==> config.mk <==
export PLATFORM = sky130hd
export DESIGN_NAME = uart_tx_arbiter
export DESIGN_NICKNAME = d
export VERILOG_FILES = /design/src/rtl/uart_pkg.sv /design/src/rtl/rr_arbiter.sv /design/src/rtl/uart_tx_arbiter.sv
export SDC_FILE = /design/constraint.sdc
export NUM_CORES = 1
export LEC_CHECK = 0
export ABC_AREA = 1
export BUFFER_PORTS_ARGS = -buffer_cell sky130_fd_sc_hd__clkbuf_2
export CAP_MARGIN = 30
export CORE_ASPECT_RATIO = 0.5
export CORE_UTILIZATION = 45
export CTS_BUF_LIST = sky130_fd_sc_hd__clkbuf_2
export DETAILED_ROUTE_END_ITERATION = 7
export GPL_TIMING_DRIVEN = 0
export HOLD_SLACK_MARGIN = 0.12
export PLACE_DENSITY = 0.68
export SETUP_SLACK_MARGIN = 0.02
export SYNTH_ARGS = -nofsm -noshare
export SYNTH_HDL_FRONTEND = slang
export SYNTH_SLANG_ARGS = --single-unit
export TNS_END_PERCENT = 5
==> constraint.sdc <==
create_clock -name clk -period 3.1 [get_ports clk]
set_input_delay 0.31 -clock clk [delete_from_list [all_inputs] [get_ports clk]]
set_output_delay 0.31 -clock clk [all_outputs]
set_load 0.02 [all_outputs]
==> src/rtl/uart_pkg.sv <==
// Shared types and constants for the shared UART transmit path.
package uart_pkg;

    // Transmit frame sequencer states
    typedef enum logic [1:0] {
        IDLE,
        START,
        DATA,
        STOP
    } state_t;

    // Baud ticks per serial bit when the instantiating design does not override it
    localparam int OVERSAMPLE_DEF = 16;

    // Line levels of an 8N1 frame
    localparam logic UART_IDLE_LVL = 1'b1;
    localparam logic START_LVL     = 1'b0;
    localparam logic STOP_LVL      = 1'b1;

endpackage : uart_pkg

==> src/rtl/rr_arbiter.sv <==
// Combinational round-robin winner select: the first valid requester found
// searching upward from rr_ptr, wrapping past NUM_REQ-1 back to 0.
module rr_arbiter #(
    parameter  int NUM_REQ = 2,
    localparam int IDX_W   = (NUM_REQ > 1) ? $clog2(NUM_REQ) : 1
) (
    input  logic [NUM_REQ-1:0] req_valid,
    input  logic [IDX_W-1:0]   rr_ptr,
    output logic [NUM_REQ-1:0] grant,
    output logic [IDX_W-1:0]   grant_idx,
    output logic               found
);

    // One extra bit holds rr_ptr + offset before the wrap, which stays below 2*NUM_REQ
    logic [IDX_W:0]   w_sum  [NUM_REQ];
    logic [IDX_W-1:0] w_cand [NUM_REQ];

    // Candidate index at each search offset, wrapped modulo NUM_REQ
    generate
        for (genvar gi = 0; gi < NUM_REQ; gi++) begin : g_cand
            assign w_sum[gi]  = {1'b0, rr_ptr} + (IDX_W+1)'(gi);
            assign w_cand[gi] = (w_sum[gi] >= (IDX_W+1)'(NUM_REQ))
                              ? IDX_W'(w_sum[gi] - (IDX_W+1)'(NUM_REQ))
                              : w_sum[gi][IDX_W-1:0];
        end
    endgenerate

    // Pick the lowest search offset whose candidate is valid
    always_comb begin
        found     = 1'b0;
        grant_idx = '0;
        for (int k = 0; k < NUM_REQ; k++) begin
            if (!found && req_valid[w_cand[k]]) begin
                found     = 1'b1;
                grant_idx = w_cand[k];
            end
        end
    end

    // One-hot form of the winner, all-zero when nobody is requesting
    always_comb begin
        grant = '0;
        if (found) begin
            grant[grant_idx] = 1'b1;
        end
    end

endmodule : rr_arbiter

==> src/rtl/uart_tx_arbiter.sv <==
// Shares one UART txd line between NUM_REQ byte requesters: round-robin
// valid/ready acceptance, then an 8N1 frame paced by the oversample tick.
module uart_tx_arbiter
    import uart_pkg::*;
#(
    parameter  int NUM_REQ    = 2,
    parameter  int DATA_W     = 8,
    parameter  int OVERSAMPLE = OVERSAMPLE_DEF,
    localparam int IDX_W      = (NUM_REQ > 1) ? $clog2(NUM_REQ) : 1,
    localparam int TICK_W     = $clog2(OVERSAMPLE),
    localparam int BIT_W      = $clog2(DATA_W)
) (
    input  logic                      clk,
    input  logic                      rst,
    input  logic                      bclk_tick,
    input  logic [NUM_REQ-1:0]        req_valid,
    input  logic [NUM_REQ*DATA_W-1:0] req_data,
    output logic [NUM_REQ-1:0]        req_ready,
    output logic                      txd,
    output logic                      busy,
    output logic [IDX_W-1:0]          grant_id
);

    state_t              r_state;
    logic [DATA_W-1:0]   r_shift;
    logic [TICK_W-1:0]   r_tick_cnt;
    logic [BIT_W-1:0]    r_bit_cnt;
    logic                r_txd;
    logic                r_busy;
    logic [IDX_W-1:0]    r_grant_id;
    logic [IDX_W-1:0]    r_rr_ptr;

    logic [NUM_REQ-1:0]  w_grant;
    logic [IDX_W-1:0]    w_idx;
    logic                w_found;
    logic                w_transfer;
    logic                w_bit_end;
    logic [IDX_W-1:0]    w_ptr_next;

    rr_arbiter #(
        .NUM_REQ (NUM_REQ)
    ) u_rr_arbiter (
        .req_valid (req_valid),
        .rr_ptr    (r_rr_ptr),
        .grant     (w_grant),
        .grant_idx (w_idx),
        .found     (w_found)
    );

    // Ready only offered while idle, and never while reset is held
    assign req_ready  = (r_state == IDLE && !rst) ? w_grant : '0;
    assign w_transfer = w_found && (r_state == IDLE) && !rst;

    // Last tick of the current serial bit
    assign w_bit_end  = bclk_tick && (r_tick_cnt == TICK_W'(OVERSAMPLE - 1));

    // Pointer moves to the requester just after the winner, wrapping at NUM_REQ
    assign w_ptr_next = (w_idx == IDX_W'(NUM_REQ - 1)) ? '0 : w_idx + IDX_W'(1);

    // Frame sequencer: accept a byte, then shift out start, data LSB first, stop
    always_ff @(posedge clk) begin
        if (rst) begin
            r_state    <= IDLE;
            r_shift    <= '0;
            r_tick_cnt <= '0;
            r_bit_cnt  <= '0;
            r_txd      <= UART_IDLE_LVL;
            r_busy     <= 1'b0;
            r_grant_id <= '0;
            r_rr_ptr   <= '0;
        end else begin
            // Tick counting only matters while a frame is on the line
            if (r_state != IDLE && bclk_tick) begin
                r_tick_cnt <= w_bit_end ? '0 : r_tick_cnt + TICK_W'(1);
            end

            case (r_state)
                IDLE: begin
                    if (w_transfer) begin
                        r_state    <= START;
                        r_shift    <= req_data[w_idx*DATA_W +: DATA_W];
                        r_grant_id <= w_idx;
                        r_rr_ptr   <= w_ptr_next;
                        r_tick_cnt <= '0;
                        r_txd      <= START_LVL;
                        r_busy     <= 1'b1;
                    end
                end
                START: begin
                    if (w_bit_end) begin
                        r_state   <= DATA;
                        r_bit_cnt <= '0;
                        r_txd     <= r_shift[0];
                    end
                end
                DATA: begin
                    if (w_bit_end) begin
                        if (r_bit_cnt == BIT_W'(DATA_W - 1)) begin
                            r_state <= STOP;
                            r_txd   <= STOP_LVL;
                        end else begin
                            r_bit_cnt <= r_bit_cnt + BIT_W'(1);
                            r_shift   <= r_shift >> 1;
                            r_txd     <= r_shift[1];
                        end
                    end
                end
                STOP: begin
                    if (w_bit_end) begin
                        r_state <= IDLE;
                        r_busy  <= 1'b0;
                        r_txd   <= UART_IDLE_LVL;
                    end
                end
                default: begin
                    r_state <= IDLE;
                end
            endcase
        end
    end

    assign txd      = r_txd;
    assign busy     = r_busy;
    assign grant_id = r_grant_id;

endmodule : uart_tx_arbiter

==> impl_summary.md, run 1 <==
GRT
The via count of the first global-routing pass is between 1000 and 1500. Entering global routing, the biggest net connects 13 pins. The initial antenna violation count is 0. The first global-routing pass estimated around 4600 µm of wire. The overflow left after global routing is 0.

The overall global routing resource usage is roughly a fifth.

Pwr
Summed over all cells, the static leakage comes to between 0.7 and 0.8 nW. The worst vdd rail ir drop is 0.268 mV. The power per cell area is 801 mW/mm².

Synth
The cell taking the most area after synthesis is dfxtp_1. The share of the synthesized area in the top cell type is 32.7%. The count of unique library cells instantiated by Yosys is 22.

The synthesized cell area is between 0.001 and 0.0015 mm². After synthesis, the cell types taking the most area are dfxtp_1 33%, nand2_1 20%, nor2_1 9.9%, ha_1 7.8%, inv_1 7.3%. The count of flip-flops with a built-in enable after synthesis is 0. The post-synthesis register bit count is 21. The mean instance size in the synthesized netlist is 6.30 µm².

The net count after synthesis is 233. The instance count of the mapped netlist is ~200. By count the netlist is led by 67 x nand2_1, 34 x nor2_1, 25 x inv_1. Yosys instantiated no cell more often than nand2_1.

In the synthesized netlist the dominant register cell turns out to be dfxtp_1. The Yosys step of the flow raised 0 warnings. The share of flip-flops with an asynchronous set or reset is 0%. For this run, the register share of the synthesized area comes to between 30% and 40%.

Run
The tool flagged a number of max-cap violations equal to 0.

Timing
The worst setup margin is around 1100 ps. The final count of negative-setup-slack endpoints is 0. The minimum clock period is ~2000 ps. The total negative slack is 0 ps. The maximum clock frequency is between 400 and 500 MHz.

The total count of max-transition violations in the final report is 0. The final cycle utilization of the critical path is ~65%. At the pin with the least slew margin, the transition time is between 400 and 500 ps.

Setup repair after global routing left no endpoint under its margin. The number of hold violations in the final report came to 0. The largest clock skew in the final design is approximately 10 ps. In this run the tightest slew margin relative to its limit is between 60% and 70%. The post-route worst hold slack is just over 200 ps.

Floorplan
The floorplan has 13 rows. From bottom edge to top edge, the die measures 39.8 µm. The initial core utilization is around half. The die covers approximately 0.0031 mm². The core region area is about 0.0027 mm². The width of the die is roughly 78 µm.

The count of boundary I/O pins is 26.

Critical path
The type of origin of the critical path is a register. Traced cell by cell, the critical path runs through inv_1 -> ha_1 -> nand2_1 -> nor2_1 -> nand2_1 -> inv_1 -> clkbuf_2. In this design, the stage delay of the slowest critical-path cell is between 300 and 400 ps. The critical path contains buffers and inverters numbering 3 combined.

The critical path data arrival time is roughly 1700 ps. For this design, the slowest cell found on the critical path is dfxtp_1. Data on the critical path is required at its endpoint by around 2800 ps. The worst setup path is captured at an output pin. In this run the worst path has a maximum fanout of 4. The critical path is of the reg2out type. Among cell families on the critical path, the largest total delay comes from simple AND/OR/NAND/NOR gates.

Finish
Cells fill between 50% and 60% of the core in the end. Compared with the post-synthesis result, the final layout area differs by 14.9%. The share of final-layout standard cells stronger than drive strength 1 is 16.7%. The number of inserted diodes is 0. The final layout contains about 260 nets.

Fill cells in the final layout number around 270.

Status
The run finished with clean final reports.

Placement
The number of input and output port buffers inserted is 25. The routability-driven placement congestion ratio is about 0.81. The estimated wirelength of the detail-placed design is 2100 µm.

The pre-CTS setup slack is roughly 1400 ps.

Detailed routing
The average via count per standard cell is about 4.7. Once detail routing completed, the nets flagged for antenna violations numbered 0. The average routed wire per standard cell is 10.1 µm. After detailed routing, the number of remaining DRC violations is 0.

The overall routed net length is 2740 µm. The routed via count is approximately 1300. In this run, the number of DRC markers left after iteration 0 of detailed routing was between 60 and 70.

The first-pass detailed-route iteration total is 4.

Clock network
The clock latency of the later-clocked register in the worst-skew pair is between 300 and 400 ps. TritonCTS built the clock tree. After clock tree synthesis, the clock-pin slew on the worst setup and hold paths is ~210 ps.

The number of setup buffers added after CTS is 0. Clock tree synthesis selected as its root buffer the cell clkbuf_2. After clock tree synthesis, the flow added hold-fix buffers numbering 0. Gates resized during post-CTS repair numbered 0. The clock drives 21 sinks. The number of buffers on the longest clock path is 2.

Counting the buffers created by CTS gives 3. CTS built an H-tree with a depth of 1.

Min path
The worst hold-check path type is in2reg.
==> final cells by class <==
type                       count  area [µm²]  share of cell area, %
multi-input combinational    152         736                   49.8
sequential                    21         420                   28.5
timing repair buffer          25         125                   8.47
inverter                      26        97.6                   6.61
tap                           37        46.3                   3.14
buffer                         5        31.3                   2.12
clock buffer                   3        15.0                   1.02
clock inverter                 1        5.00                  0.339
==> power breakdown <==
group | internal [mW] | switching (mW) | total (mW)
Sequential | 0.344 | 0.0410 | 0.385
Clock | 0.0292 | 0.0884 | 0.118
Combinational | 0.242 | 0.438 | 0.680
==> cell families after synthesis <==
group | share of synthesized area, %
simple gates | 37.9
buf+inv | 10.0
compound gates | 10.2
flops | 32.7
fa+ha+maj | 7.79
xor+xnor | 1.36
==> registers in the layout (all words and copies together), names as in the netlist <==
| register | count |
|---|---|
| r_rr_ptr | 1 |
| r_bit_cnt | 3 |
| busy | 1 |
| r_tick_cnt | 4 |
| r_shift | 8 |
| r_state | 2 |
| txd | 1 |
| grant_id | 1 |
==> worst reg2reg max path: stages, from the launching register on <==
cell,delay (ps)
dfxtp_1,430
inv_1,90
ha_1,270
buf_4,200
nand2_1,80
nand2_1,50
nor2_1,240
o21ai_0,150
o211a_1,120
==> placed cells by master (no fill, tap or decap), types with 2 or more instances in the layout <==
cell	instances
nand2_1	67
nor2_1	34
clkbuf_2	28
inv_1	25
dfxtp_1	21
a21oi_1	15
nand3_1	11
ha_1	8
o21ai_0	6
buf_4	3
nand4_1	2
==> layer usage <==
metal	vias to the layer above	GRT usage (%)	routed length, µm
met5	-	0	0
met4	0	5.66	20
met3	2	5.81	143
met2	32	35.0	1230
met1	553	24.6	1340
li1	691	-	-
==> final timing paths <==
check	from	endpoint	slack [ps]	cells after the start
max	r_state[0]	req_ready[0]	1100	7
min	rst	r_bit_cnt[1]	200	2
max reg2reg	r_state[0]	r_bit_cnt[0]	1400	8
min reg2reg	r_rr_ptr	r_rr_ptr	480	2
==> through the flow <==
step	cell area [µm²]	instances	power (mW)
3_3_place_gp	1460	266	1.06
3_5_place_dp	1460	266	1.07
4_1_cts	1480	270	1.20
2_1_floorplan	1280	204	0.922
5_1_grt	1480	270	1.31
6_report	1480	270	1.18
Note: power is estimated with default switching activity, not from simulation.
==> run 2, diff against run 1 <==
clock period = 1.98 ns   (was 3.1 ns; I/O delays follow)
==> run 2 against run 1 <==
  * Sequential share of layout area fell by 0.29 points
  * Count of clock-buffer cells in the layout did not move
  * Routed wire length rose by 2.3%
  * Register-to-register slack got worse by 1100 ps
  * Cell count rose by 0.37%
  * Combinational power rose by 59%
  * Sequential cell count did not move
  * Critical path depth did not move
  * Worst hold slack got worse by 56 ps
  * Via count rose by 0.16%
  * Final area rose by 1.0%
  * Non-clock buffer count rose by 1
==> impl_summary.md, run 2 (synthesized netlist as in run 1, its figures left out) <==
Status
The flow ran to the end, and the final reports show no timing, DRC or antenna violations.

Timing
The total count of max-transition violations in the final report is 0 (unchanged). The total negative slack is 0 ps (unchanged). The worst setup margin is 156 ps (-939 ps). The post-route worst hold slack is 147 ps (-55.6 ps). The transition at the pin with the smallest max-transition slack is 471 ps (-8.40 ps). The minimum clock period is about 1800 ps. Of the available clock period, the critical path in the final layout requires a little over 90%. Timing would allow up to ~550 MHz. The final count of negative-setup-slack endpoints is 0 (unchanged). The number of hold violations in the final report is 0 (unchanged). The relative slew slack is 68.6% (+0.56 points). Setup repair after global routing left no endpoint under its margin. The largest clock skew in the final design was 20.6 ps (+10.5 ps).

Detailed routing
The overall routed net length is 2800 µm (+2.3%). The initial detailed-routing violation count is 44 (-33%). The residual antenna-violating net count after detailed routing is 0 (unchanged).

The first-pass detailed-route iteration total is 4 (unchanged). The average via count per standard cell was 4.72 (-0.21%). The average routed wire per standard cell is 10.3 µm (+1.9%). The detailed-route DRC error count is 0 (unchanged). The routed via count was 1280 (+0.16%).

Finish
The number of inserted diodes is 0 (unchanged). The most frequent standard cell in the layout excluding fill and tap cells is nand2_1. The count of fill cells added during filler insertion was 273 (+0.37%). The share of final-layout standard cells stronger than drive strength 1 is 17.5% (+0.78 points). The number of standard cells in the final layout excluding fillers is 271 (+0.37%). The post-synthesis to final-layout area growth is 16.1%. The top register by number of flip-flops is r_shift. In the layout the commonest cells are 67 x nand2_1, 33 x nor2_1, 28 x clkbuf_2. The number of flip-flops under the largest register name is 8 (unchanged).

The number of nets in the final layout came to 264 (+0.38%). The largest registers in the layout are r_shift x8, r_tick_cnt x4, r_bit_cnt x3.

Clock network
The clock root buffer master is clkbuf_2. The number of buffers on the longest clock path is 2 (unchanged). The clock latency of the later-clocked register in the worst-skew pair is 360 ps (+20 ps).

The number of setup buffers added after CTS is 0 (unchanged). The CTS sink count is 21 (unchanged). The post-CTS clock slew at the launch and capture registers of the worst setup and hold paths is 230 ps (+20 ps). The CTS tree is yes. The maximum level of the CTS H-tree is 1 (unchanged). The number of buffers created by CTS is 3 (unchanged).

Placement
The estimated wirelength of the detail-placed design is 2100 µm (unchanged). The routability-driven placement congestion ratio is 0.814 (unchanged). The instance count after placement with tap cells included is 266 (unchanged). The pre-CTS setup slack is 315 ps (-1120 ps).

The number of input and output port buffers inserted is 25 (unchanged).

Critical path
The worst register-to-register path ends at r_bit_cnt[0]. The startpoint of the worst-slack reg-to-reg timing path is r_state[0]. The data required time of the worst path is 1780 ps (-1010 ps). The critical path data arrival time is 1630 ps (-60 ps). The critical path is of the reg2out type. The end point of the critical path is req_ready[0]. The critical path goes through inv_1 -> ha_2 -> nand2_1 -> nor2_2 -> nand2_1 -> inv_1 -> clkbuf_2. The cell depth of the worst flop-to-flop path is 8 (unchanged). The worst setup path is launched from a register. The endpoint class of the critical path is an output pin. The worst path buffer plus inverter count is 3 (unchanged).

The biggest cell delay along the critical path is 390 ps (about the same). The kind of cell with the highest combined delay on the critical path is flip-flops. The peak fanout along the critical path is 4 (unchanged). The count of cell instances traversed by the critical path was 7 (unchanged). The slack of the worst reg-to-reg path is 280 ps (-1120 ps). The largest individual stage delay along the critical path comes from the cell dfxtp_1. In this run the worst setup path begins at r_state[0].

GRT
The overflow left after global routing is 0 (unchanged). The pin count of the biggest net entering global routing was 13 (unchanged). The via count of the first global-routing pass is 1070 (+0.56%). The initial antenna violation count was 0 (unchanged). The global-route wire length before repair was 4580 µm (+0.46%). The overall global routing resource usage came to 20.1% (+0.11 points).

Floorplan
The core region area is 0.00265 mm² (unchanged). The count of boundary I/O pins came to 26 (unchanged). The width of the die was 77.6 µm (unchanged). The count of standard-cell rows was 13 (unchanged). The initial core utilization came to 48.5% (unchanged). The die outline height is 39.8 µm (unchanged). The die area came to 0.00309 mm² (unchanged).

Run
The max-capacitance violation count came to 0 (unchanged).

Pwr
The worst vdd rail ir drop is 0.432 mV (+61%). The power per cell area is 1260 mW/mm² (+57%). The reported leakage power is 0.784 nW (+0.38%).

Min path
The source of the worst hold timing path is req_data[15]. The worst hold-check path type is in2reg.
run 2: cell count changes in the layout (fill, tap and decap cells not counted), sizes merged:
cell / change
dlygate4sd3: +1
run 2: how the worst min path moves through the flow:
stage | endpoint | slack (ps) | cells past startpoint
6_report | r_shift[7] | 150 | 5
4_1_cts | r_shift[7] | 160 | 5
2_1_floorplan | r_bit_cnt[1] | 270 | 1
3_3_place_gp | txd | 450 | 2
3_5_place_dp | grant_id | 460 | 2
5_1_grt | r_shift[5] | 180 | 5
run 2: per-stage QoR:
step | total power, mW | instance area, µm² | utilization, %
2_1_floorplan | 1.44 | 1280 | -
3_3_place_gp | 1.66 | 1460 | 54.9
3_5_place_dp | 1.68 | 1460 | 54.9
4_1_cts | 1.87 | 1490 | 56.1
5_1_grt | 2.06 | 1490 | 56.3
6_report | 1.88 | 1490 | 56.3
run 2: repair_timing:
action	CTS	global route
setup endpoints to repair	0	1
hold buffers	1	0
gates resized for setup	0	2
hold endpoints to repair	3	0
run 2: final cells by class:
| type | count | area, µm² | share of cell area (%) |
|---|---|---|---|
| inverters | 26 | 97.6 | 6.54 |
| plain buffers | 5 | 31.3 | 2.10 |
| well taps | 37 | 46.3 | 3.10 |
| clock buffers | 3 | 15.0 | 1.01 |
| clock inverters | 1 | 5.00 | 0.336 |
| repair buffers | 26 | 135 | 9.06 |
| flip-flops and latches | 21 | 420 | 28.2 |
| multi-input cells | 152 | 741 | 49.7 |
run 2: routing by layer:
metal	up-vias	track usage, %	wire [µm]
li1	694	-	-
met5	-	0	0
met1	552	24.6	1400
met4	0	5.66	31
met2	29	35.4	1240
met3	5	5.81	132
run 2: worst register-to-register path, delay by kind of cell, from the launching register on:
family	cells	cell delay (ps)
flip-flops	1	430
AND/OR/NAND/NOR	3	370
buffers and inverters	2	300
adder cells (fa/ha/maj)	1	270
AO/OA/AOI/OAI	2	260
run 2: power breakdown:
part	internal, mW	leakage [nW]	total (mW)	switching (mW)
logic	0.386	0.595	1.08	0.692
clock network	0.0457	0.0164	0.195	0.149
registers	0.539	0.172	0.603	0.0641
total	0.971	0.784	1.88	0.905
